`src/rtl/mem_port_arbiter.sv`:
```
// Round-robin arbiter sharing one single-port memory between instruction fetch (IF)
// and the load/store unit (D). It sequences each command and returns read data after MEM_LAT cycles.
module mem_port_arbiter #(
    parameter int ADDR_W  = 32,
    parameter int DATA_W  = 32,
    parameter int MEM_LAT = 1
) (
    input  logic              clk,
    input  logic              rst,
    input  logic              if_req,
    input  logic [ADDR_W-1:0] if_addr,
    output logic              if_gnt,
    output logic              if_rvalid,
    output logic [DATA_W-1:0] if_rdata,
    input  logic              d_req,
    input  logic              d_we,
    input  logic [ADDR_W-1:0] d_addr,
    input  logic [DATA_W-1:0] d_wdata,
    output logic              d_gnt,
    output logic              d_rvalid,
    output logic [DATA_W-1:0] d_rdata,
    output logic              mem_en,
    output logic              mem_we,
    output logic [ADDR_W-1:0] mem_addr,
    output logic [DATA_W-1:0] mem_wdata,
    input  logic [DATA_W-1:0] mem_rdata,
    output logic              busy
);

    localparam logic [1:0] ST_IDLE = 2'd0;
    localparam logic [1:0] ST_CMD  = 2'd1;
    localparam logic [1:0] ST_WAIT = 2'd2;
    localparam logic [1:0] ST_RESP = 2'd3;

    localparam logic OWN_IF = 1'b0;
    localparam logic OWN_D  = 1'b1;

    localparam logic [2:0] LAT = 3'(MEM_LAT);

    logic [1:0]        state_reg;
    logic [2:0]        wait_cnt_reg;
    logic              owner_reg;
    logic              last_owner_reg;
    logic              store_reg;
    logic              if_gnt_reg;
    logic              if_rvalid_reg;
    logic [DATA_W-1:0] if_rdata_reg;
    logic              d_gnt_reg;
    logic              d_rvalid_reg;
    logic [DATA_W-1:0] d_rdata_reg;
    logic              mem_en_reg;
    logic              mem_we_reg;
    logic [ADDR_W-1:0] mem_addr_reg;
    logic [DATA_W-1:0] mem_wdata_reg;
    logic              busy_reg;

    logic any_req;
    logic pick_d;

    // On a tie, the port that did not own the previous command wins.
    assign any_req = if_req | d_req;
    assign pick_d  = d_req & (~if_req | (last_owner_reg == OWN_IF));

    always_ff @(posedge clk or negedge rst) begin
        if (!rst) begin
            state_reg      <= ST_IDLE;
            wait_cnt_reg   <= '0;
            owner_reg      <= OWN_IF;
            last_owner_reg <= OWN_D;
            store_reg      <= 1'b0;
            if_gnt_reg     <= 1'b0;
            if_rvalid_reg  <= 1'b0;
            if_rdata_reg   <= '0;
            d_gnt_reg      <= 1'b0;
            d_rvalid_reg   <= 1'b0;
            d_rdata_reg    <= '0;
            mem_en_reg     <= 1'b0;
            mem_we_reg     <= 1'b0;
            mem_addr_reg   <= '0;
            mem_wdata_reg  <= '0;
            busy_reg       <= 1'b0;
        end else begin
            if_gnt_reg    <= 1'b0;
            d_gnt_reg     <= 1'b0;
            if_rvalid_reg <= 1'b0;
            d_rvalid_reg  <= 1'b0;
            mem_en_reg    <= 1'b0;
            mem_we_reg    <= 1'b0;
            case (state_reg)
                ST_IDLE: begin
                    if (any_req) begin
                        // The registered memory command doubles as the winner's latch.
                        owner_reg      <= pick_d;
                        last_owner_reg <= pick_d;
                        store_reg      <= pick_d & d_we;
                        mem_en_reg     <= 1'b1;
                        mem_we_reg     <= pick_d & d_we;
                        mem_addr_reg   <= pick_d ? d_addr : if_addr;
                        mem_wdata_reg  <= pick_d ? d_wdata : '0;
                        if_gnt_reg     <= ~pick_d;
                        d_gnt_reg      <= pick_d;
                        busy_reg       <= 1'b1;
                        state_reg      <= ST_CMD;
                    end
                end
                ST_CMD: begin
                    if (store_reg) begin
                        busy_reg  <= 1'b0;
                        state_reg <= ST_IDLE;
                    end else begin
                        wait_cnt_reg <= LAT;
                        state_reg    <= ST_WAIT;
                    end
                end
                ST_WAIT: begin
                    wait_cnt_reg <= wait_cnt_reg - 3'd1;
                    if (wait_cnt_reg == 3'd1) begin
                        if (owner_reg == OWN_D) begin
                            d_rdata_reg  <= mem_rdata;
                            d_rvalid_reg <= 1'b1;
                        end else begin
                            if_rdata_reg  <= mem_rdata;
                            if_rvalid_reg <= 1'b1;
                        end
                        state_reg <= ST_RESP;
                    end
                end
                ST_RESP: begin
                    busy_reg  <= 1'b0;
                    state_reg <= ST_IDLE;
                end
                default: begin
                    busy_reg  <= 1'b0;
                    state_reg <= ST_IDLE;
                end
            endcase
        end
    end

    assign if_gnt    = if_gnt_reg;
    assign if_rvalid = if_rvalid_reg;
    assign if_rdata  = if_rdata_reg;
    assign d_gnt     = d_gnt_reg;
    assign d_rvalid  = d_rvalid_reg;
    assign d_rdata   = d_rdata_reg;
    assign mem_en    = mem_en_reg;
    assign mem_we    = mem_we_reg;
    assign mem_addr  = mem_addr_reg;
    assign mem_wdata = mem_wdata_reg;
    assign busy      = busy_reg;

endmodule

```
`config.mk`:
```
export PLATFORM = sky130hd
export DESIGN_NAME = mem_port_arbiter
export DESIGN_NICKNAME = d
export VERILOG_FILES = /design/src/rtl/mem_port_arbiter.sv
export SDC_FILE = /design/constraint.sdc
export NUM_CORES = 1
export LEC_CHECK = 0
export CAP_MARGIN = 10
export CORE_ASPECT_RATIO = 1.1
export CORE_UTILIZATION = 45
export DETAILED_ROUTE_END_ITERATION = 12
export DONT_BUFFER_PORTS = 1
export SLEW_MARGIN = 20
export SYNTH_ARGS = -nofsm -noshare
export SYNTH_HDL_FRONTEND = slang
export SYNTH_SLANG_ARGS = --single-unit
```
`constraint.sdc`:
```
create_clock -name clk -period 2.1 [get_ports clk]
set_input_delay 0.42 -clock clk [delete_from_list [all_inputs] [get_ports clk]]
set_output_delay 0.42 -clock clk [all_outputs]
set_load 0.005 [all_outputs]
```
Word level (Yosys, flattened, before mapping):

Index checks and enable logic that the tools add are counted.

* word-level logic and storage cells: 67
* output and inout port bits: 135
* register bits after elaboration: 143

* reduce and logical (&&, ||, !) cells: 9
* bitwise gates (word level): 8
* equal/unequal tests: 8
* $add $sub $neg: 1
* multiplexer cells: 25

Operators with widths (number)
* $mux 32: 2
* $mux 1: 16
* $reduce_and 3->1: 3
* $ne 2x2->1 const B: 4
* $pmux 2 s4: 1
* $mux 2: 3
* $pmux 3 s2: 1
* $reduce_and 2->1: 3
* $eq 2x2->1 const B: 2
* $not 1->1: 4
* $eq 3x1->1 const B: 1
* $mux 3: 1
* $pmux 1 s3: 1
* $reduce_bool 3->1: 1
* $sub 3x1->3 const B: 1
* $and 1x1->1: 2
* $eq 2x1->1 const B: 1
* $logic_not 2->1: 1
* $or 1x1->1: 2
* $reduce_bool 2->1: 1

Depth between registers and ports, before layout:

Gate-level depths: netlist of the first run.

* depth after elaboration: 6
* mapped depth: 7

Worst setup path before layout of the first run:

Ideal clock, no wire load.

* kind: register -> register
* start point: register wait_cnt_reg[1]
* end point: register d_rdata_reg[10] (netlist: d_rdata[10])
* clock period less this slack: 1.650 ns
* stages on the path, launching flop included: 8
* arrival: 1.525 ns
* library setup time: 0.125 ns
* slack: 0.450 ns
* cell sequence: dfrtp_1 inv_1 ha_1 nand4bb_4 or2_1 buf_6 buf_12 mux2_4

* cells in the longest elaborated chain, start to end: 2

Ends and longest elaborated chain
* start: declaration: RTL line 41 `logic [2:0] wait_cnt_reg;`
* start signal: assignment: RTL line 116 `wait_cnt_reg <= wait_cnt_reg - 3'd1;`
* $eq 3x1->1: RTL line 117 `if (wait_cnt_reg == 3'd1) begin`
* $reduce_and 3->1 (no line)
* end signal: assignment: RTL line 119 `d_rdata_reg <= mem_rdata;`
* end: declaration: RTL line 50 `logic [DATA_W-1:0] d_rdata_reg;`

Every way passes these cells.
A chain may end at the register's enable or synchronous reset.

Worst setup path after layout of the first run:

* start point: register wait_cnt_reg[1]
* end point: register d_rdata_reg[12] (netlist: d_rdata[12])

Same word-level chain as after synthesis.

==> results of run 1 <==
==> through the flow <==
stage                      util  cell area (µm²)
after floorplan               -             5710
after global placement    0.476             5800
after detailed placement  0.476             5800
after CTS                 0.521             6350
after global routing      0.521             6350
final                     0.521             6350
==> per-layer routing <==
layer  vias to the layer above  wire length, µm  track usage
met3                        14             1240       0.0766
li1                       1389                -            -
met1                      1577             4480        0.209
met2                       195             5680        0.284
met5                         -                0            0
met4                         0              206       0.0683
==> cell type report <==
cell class | instances | area share
tap | 154 | 0.0303
clock inverter | 14 | 0.0199
inverter | 5 | 0.00295
timing repair buffer | 8 | 0.0154
sequential | 143 | 0.563
multi-input combinational | 194 | 0.301
clock buffer | 17 | 0.0669
==> power by group through the flow <==
stage	clock (mW)	sequential [mW]	combinational, mW
finish	2.80	5.27	2.81
detailed placement	0	5.33	2.85
floorplan	0	4.92	2.56
CTS	2.87	5.30	2.84
global route	3.01	5.46	3.08
global placement	0	5.34	2.71
==> how the worst max path moves through the flow <==
stage | endpoint | depth (start not counted) | startpoint
2_1_floorplan | d_rdata[10] | 7 | wait_cnt_reg[1]
3_3_place_gp | d_rdata[12] | 6 | wait_cnt_reg[1]
3_5_place_dp | d_rdata[17] | 6 | wait_cnt_reg[1]
4_1_cts | d_rdata[11] | 6 | wait_cnt_reg[1]
5_1_grt | d_rdata[12] | 6 | wait_cnt_reg[1]
6_report | d_rdata[12] | 6 | wait_cnt_reg[1]
==> cells in the mapped netlist (3+ instances only) <==
| cell | number | area (µm²) |
|---|---|---|
| a221o_1 | 32 | 320 |
| a22o_1 | 33 | 289 |
| buf_12 | 3 | 60.1 |
| buf_2 | 16 | 80.1 |
| clkbuf_1 | 8 | 30.0 |
| dfrtp_1 | 142 | 3550 |
| inv_1 | 5 | 18.8 |
| mux2_2 | 35 | 394 |
| mux2_4 | 29 | 435 |
| nand2_1 | 6 | 22.5 |
| nor2_1 | 4 | 15.0 |
| o21a_1 | 32 | 240 |
| o21ai_0 | 4 | 20.0 |
==> worst register-to-register path, stage by stage, from the launching register on <==
cell and delay (ps):
dfrtp_1 400, inv_1 80, ha_1 190, nand4bb_4 140, or2_2 330, buf_12 200, mux2_4 350
==> kinds of logic after synthesis <==
| group | after synthesis |
|---|---|
| compound gates | 108 |
| xor+xnor | 1 |
| fa+ha+maj | 2 |
| buf+inv | 37 |
| flops | 143 |
| mux | 64 |
| simple gates | 19 |
==> results.py, run 1 <==
metrics = {
    "clocking": {
        "clock_path_buffers": 2,
        "cts_resized": 0,
        "cts_made_buffers": 17,
        "cts_max_level": 4,
        "cts_tree": "built",
        "clock-sinks": 143,
        "postCtsSetupBuffers": 0,
        "worstSkewPairLatency_ps": 400,
        "path_clk_slew_ps": 60,
        "root_buffer": "clkbuf_16",
    },
    "logic_synthesis": {
        "ys_types": 31,
        "muxShareOfSynthArea": 0.145,
        "syn_nets": 509,
        "ys_ff_latch": 143,
        "synth_top_family_by_area": "compound AO/OA/AOI/OAI gates",
        "synth_compound_area_frac": 0.161,
        "async_flop_share": 1.00,
        "synth_flop_cell": "dfrtp_1",
        "netlist_area_um2": 5710,
        "ys_warn_count": 0,
        "seq_area_frac_synth": 0.627,
        "yosys.area_share.adder": 0.00438,
        "syn-instance-count": 374,
        "yosys.area_share.simple": 0.0206,
        "synth-edff-count": 0,
        "synthXorXnorAreaFrac": 0.00153,
        "avgSynthCellArea_um2": 15.3,
    },
    "cells_and_area": {
        "fillCellCount": 1018,
        "fin_nets": 504,
        "layout_common_cells": "dfrtp_1 (142), mux2_2 (35), a22o_1 (33)",
        "final_common_cell": "dfrtp_1",
        "drive_gt1_frac": 0.297,
        "multiInputGateArea_um2": 1910,
        "fin_cells": 535,
        "n_antenna_cell": 0,
        "seq_area_um2": 3580,
        "areaGrowthSynthToFinish_pct": 11.3,
    },
    "sta": {
        "timing.fmax_mhz": 559,
        "holdWs_ps": -293,
        "rsz0062_at_grt": "false",
        "setup_violations": 0,
        "skew_ps": 7.57,
        "slew_headroom": 0.734,
        "worstMarginPinSlew_ps": 399,
        "setup_tns_ps": 0,
        "fin_crit_sh": 0.851,
        "hold_viol": 143,
        "slew_violations": 0,
        "min_period_ps": 1790,
        "timing.final.ws_setup_ps": 312,
    },
    "critical_path": {
        "reg2reg_depth": 6,
        "cpMaxStageDelayCell": "dfrtp_1",
        "required_ps": 2390,
        "end_kind": "flop",
        "crit_arrival_ps": 2080,
        "r2r_slack_ps": 310,
        "worstReg2RegStart": "wait_cnt_reg[1]",
        "crit_buf_inv": 2,
        "start_kind": "flop",
        "cpPeakStageDelay_ps": 400,
        "cp_max_fo": 33,
        "r2r-end": "d_rdata[12]",
        "cp_top_family": "simple AND/OR/NAND/NOR gates",
        "path_class": "reg -> reg",
        "cp_cell_sequence": "inv_1 -> ha_1 -> nand4bb_4 -> or2_2 -> buf_12 -> mux2_4",
    },
    "placement": {
        "gp_congestion": 0.740,
        "place_inst": 504,
        "pre_cts_ws_ps": 329,
        "io_buffers": 0,
        "dp_hpwl_mm": 7.78,
    },
    "grt": {
        "antenna_found_initial": 0,
        "grt_pass1_wl_mm": 17.6,
        "grt_max_degree": 144,
        "grt_usage": 0.177,
        "overflow": 0,
        "grt_pass1_vias": 3282,
    },
    "min_path": {
        "hp-class": "in -> async",
    },
    "drt": {
        "antenna_left": 0,
        "drtIter0Drc": 215,
        "wl_per_cell_um": 21.7,
        "num_vias": 3175,
        "drc_errors": 0,
        "via_per_inst": 5.93,
        "drt_pre_antenna_iters": 4,
        "wl_mm": 11.6,
    },
    "die": {
        "dieArea_um2": 13100,
        "ios": 268,
        "core-area_um2": 12200,
        "die_h_um": 120,
        "start_util": 0.468,
        "die_w_um": 109,
        "rows": 42,
    },
    "power_and_ir_drop": {
        "max-vdd-ir-drop_uv": 761,
        "p_seq_frac": 0.484,
        "power.share.clock": 0.257,
        "power.internal_mw": 7.41,
        "combinationalPowerShare": 0.258,
        "power.total_mw": 10.9,
        "switching_share": 0.319,
        "power_leakage_nw": 2.90,
        "switching_power_mw": 3.47,
        "p_per_area_nw_per_um2": 1710,
    },
    "run": {
        "cap_violations": 0,
    },
    "outcome": {
        "violations": "negative hold slack",
        "run_status": "finished, violations left",
    },
}
Note: power is estimated with default switching activity, not from simulation.
==> run 2: changes to the inputs <==
- CTS_CLUSTER_SIZE: not set -> 28
==> results of run 2 <==
Same layout as run 1: the final DEF is identical, and so are final timing and power.
==> run 3: changes to the inputs <==
- clock period: 2.1 -> 1.9 ns (I/O delays scaled with it)
==> run 3 against run 2 <==
The flow still finishes with violations (negative hold slack). Worst hold slack worse by 33 ps. Routed wire length shrank 2.9%. Sequential power increased by 10%. Critical endpoint is now d_rdata[11]. Largest cell class unchanged.
==> results.py, run 3 (synthesis gave the netlist of run 1 again) <==
metrics = {
    "power_and_ir_drop": {
        "power_leakage_nw": 2.93,
        "max-vdd-ir-drop_uv": 929,
        "p_per_area_nw_per_um2": 1900,
    },
    "grt": {
        "antenna_found_initial": 0,
        "overflow": 0,
        "grt_pass1_vias": 3204,
        "grt_max_degree": 144,
        "grt_usage": 0.177,
        "grt_pass1_wl_mm": 17.3,
    },
    "sta": {
        "hold_viol": 143,
        "setup_tns_ps": 0,
        "min_period_ps": 1800,
        "fin_crit_sh": 0.949,
        "holdWs_ps": -327,
        "slew_violations": 0,
        "timing.final.ws_setup_ps": 96.6,
        "slew_headroom": 0.774,
        "timing.fmax_mhz": 554,
        "setup_violations": 0,
        "rsz0062_at_grt": "false",
        "skew_ps": 5.80,
        "worstMarginPinSlew_ps": 340,
    },
    "critical_path": {
        "cp_max_fo": 33,
        "reg2reg_depth": 6,
        "cp_cell_sequence": "inv_1 -> ha_1 -> nand4bb_4 -> or2_2 -> buf_12 -> mux2_4",
        "end_kind": "flop",
        "r2r_slack_ps": 100,
        "worstReg2RegStart": "wait_cnt_reg[1]",
        "required_ps": 2190,
        "r2r-end": "d_rdata[11]",
        "crit_arrival_ps": 2090,
        "cpPeakStageDelay_ps": 390,
        "path_class": "reg -> reg",
        "start_kind": "flop",
        "cpMaxStageDelayCell": "dfrtp_1",
    },
    "drt": {
        "wl_met2_mm": 5.59,
        "drt_pre_antenna_iters": 4,
        "dr_wl_met3_mm": 1.19,
        "num_vias": 3146,
        "drtIter0Drc": 176,
        "drc_errors": 0,
        "met1_length_mm": 4.34,
        "wl_per_cell_um": 21.1,
        "wl_mm": 11.3,
        "top_layer_used": "met4",
        "via_per_inst": 5.88,
        "antenna_left": 0,
    },
    "cells_and_area": {
        "fillCellCount": 1007,
        "fin_nets": 504,
        "final_common_cell": "dfrtp_1",
        "seq_area_um2": 3580,
        "layout_common_cells": "dfrtp_1 (142), mux2_2 (35), a22o_1 (33)",
        "n_antenna_cell": 0,
        "multiInputGateArea_um2": 1910,
        "drive_gt1_frac": 0.294,
        "areaGrowthSynthToFinish_pct": 12.3,
    },
    "clocking": {
        "cts_tree": "built",
        "cts_resized": 0,
        "worstSkewPairLatency_ps": 400,
        "clock_path_buffers": 2,
        "root_buffer": "clkbuf_16",
        "postCtsSetupBuffers": 0,
        "clock-sinks": 143,
        "cts_max_level": 4,
        "cts_made_buffers": 17,
        "path_clk_slew_ps": 60,
    },
    "die": {
        "die_h_um": 120,
        "ios": 268,
        "dieArea_um2": 13100,
        "core-area_um2": 12200,
        "start_util": 0.468,
        "rows": 42,
        "die_w_um": 109,
    },
    "run": {
        "cap_violations": 0,
    },
    "placement": {
        "gp_congestion": 0.743,
        "io_buffers": 0,
        "dp_hpwl_mm": 7.62,
        "pre_cts_ws_ps": 106,
    },
    "outcome": {
        "run_status": "finished, violations left",
        "violations": "negative hold slack",
    },
    "min_path": {
        "hp-class": "in -> async",
    },
}
-- run 3: cell types whose count changed in the layout (fill, tap and decap cells not counted), sizes merged --
cell	previous run	this run
clkinvlp	5	3
clkbuf	17	19
inv	13	7
bufinv	0	2
clkinv	1	5
-- run 3: per-layer routing --
metal  vias to the layer above  GRT usage
li1                       1381          -
met1                      1570      0.202
met2                       183      0.281
met3                        12     0.0804
met4                         0     0.0808
met5                         -          0
-- run 3: power by group --
group	switching (mW)	total [mW]	internal, mW
Sequential	1.26	5.82	4.56
Combinational	1.18	3.14	1.96
Clock	1.23	3.19	1.97
Total	3.67	12.1	8.48
-- run 3: final cells by class --
type	count	area share
Clock inverter	12	0.0213
Tap cell	154	0.0301
Clock buffer	19	0.0691
Sequential cell	143	0.559
Inverter	5	0.00293
Multi-Input combinational cell	194	0.299
Timing Repair Buffer	8	0.0191
-- run 3: critical path, delay by kind of cell (launching register included) --
kind                       cells  cell delay [ps]
and+or+nand+nor                2              480
muxes                          1              320
DFF                            1              390
buffers and inverters          2              270
adders and majority gates      1              190
-- run 3: through the flow --
stage | total power, mW | util | cell area, µm² | instances | hold slack, ps
4_1_cts | 12.3 | 0.526 | 6410 | 535 | -354
5_1_grt | 12.9 | 0.526 | 6410 | 535 | -357
6_report | 12.1 | 0.526 | 6410 | 535 | -327
3_5_place_dp | 9.06 | 0.478 | 5830 | 504 | 87.0
3_3_place_gp | 8.94 | 0.478 | 5830 | 504 | 86.8
2_1_floorplan | 8.27 | - | 5710 | 374 | 84.4
-- run 3: worst max path at each step --
stage                     from     endpoint  slack (ps)  cells after the start
6_report       wait_cnt_reg[1]  d_rdata[11]         100                      6
5_1_grt        wait_cnt_reg[1]   d_rdata[4]           6                      6
4_1_cts        wait_cnt_reg[1]  d_rdata[11]         100                      6
3_5_place_dp   wait_cnt_reg[1]  d_rdata[11]         110                      6
3_3_place_gp   wait_cnt_reg[1]  d_rdata[12]         170                      6
2_1_floorplan  wait_cnt_reg[1]  d_rdata[10]         250                      7
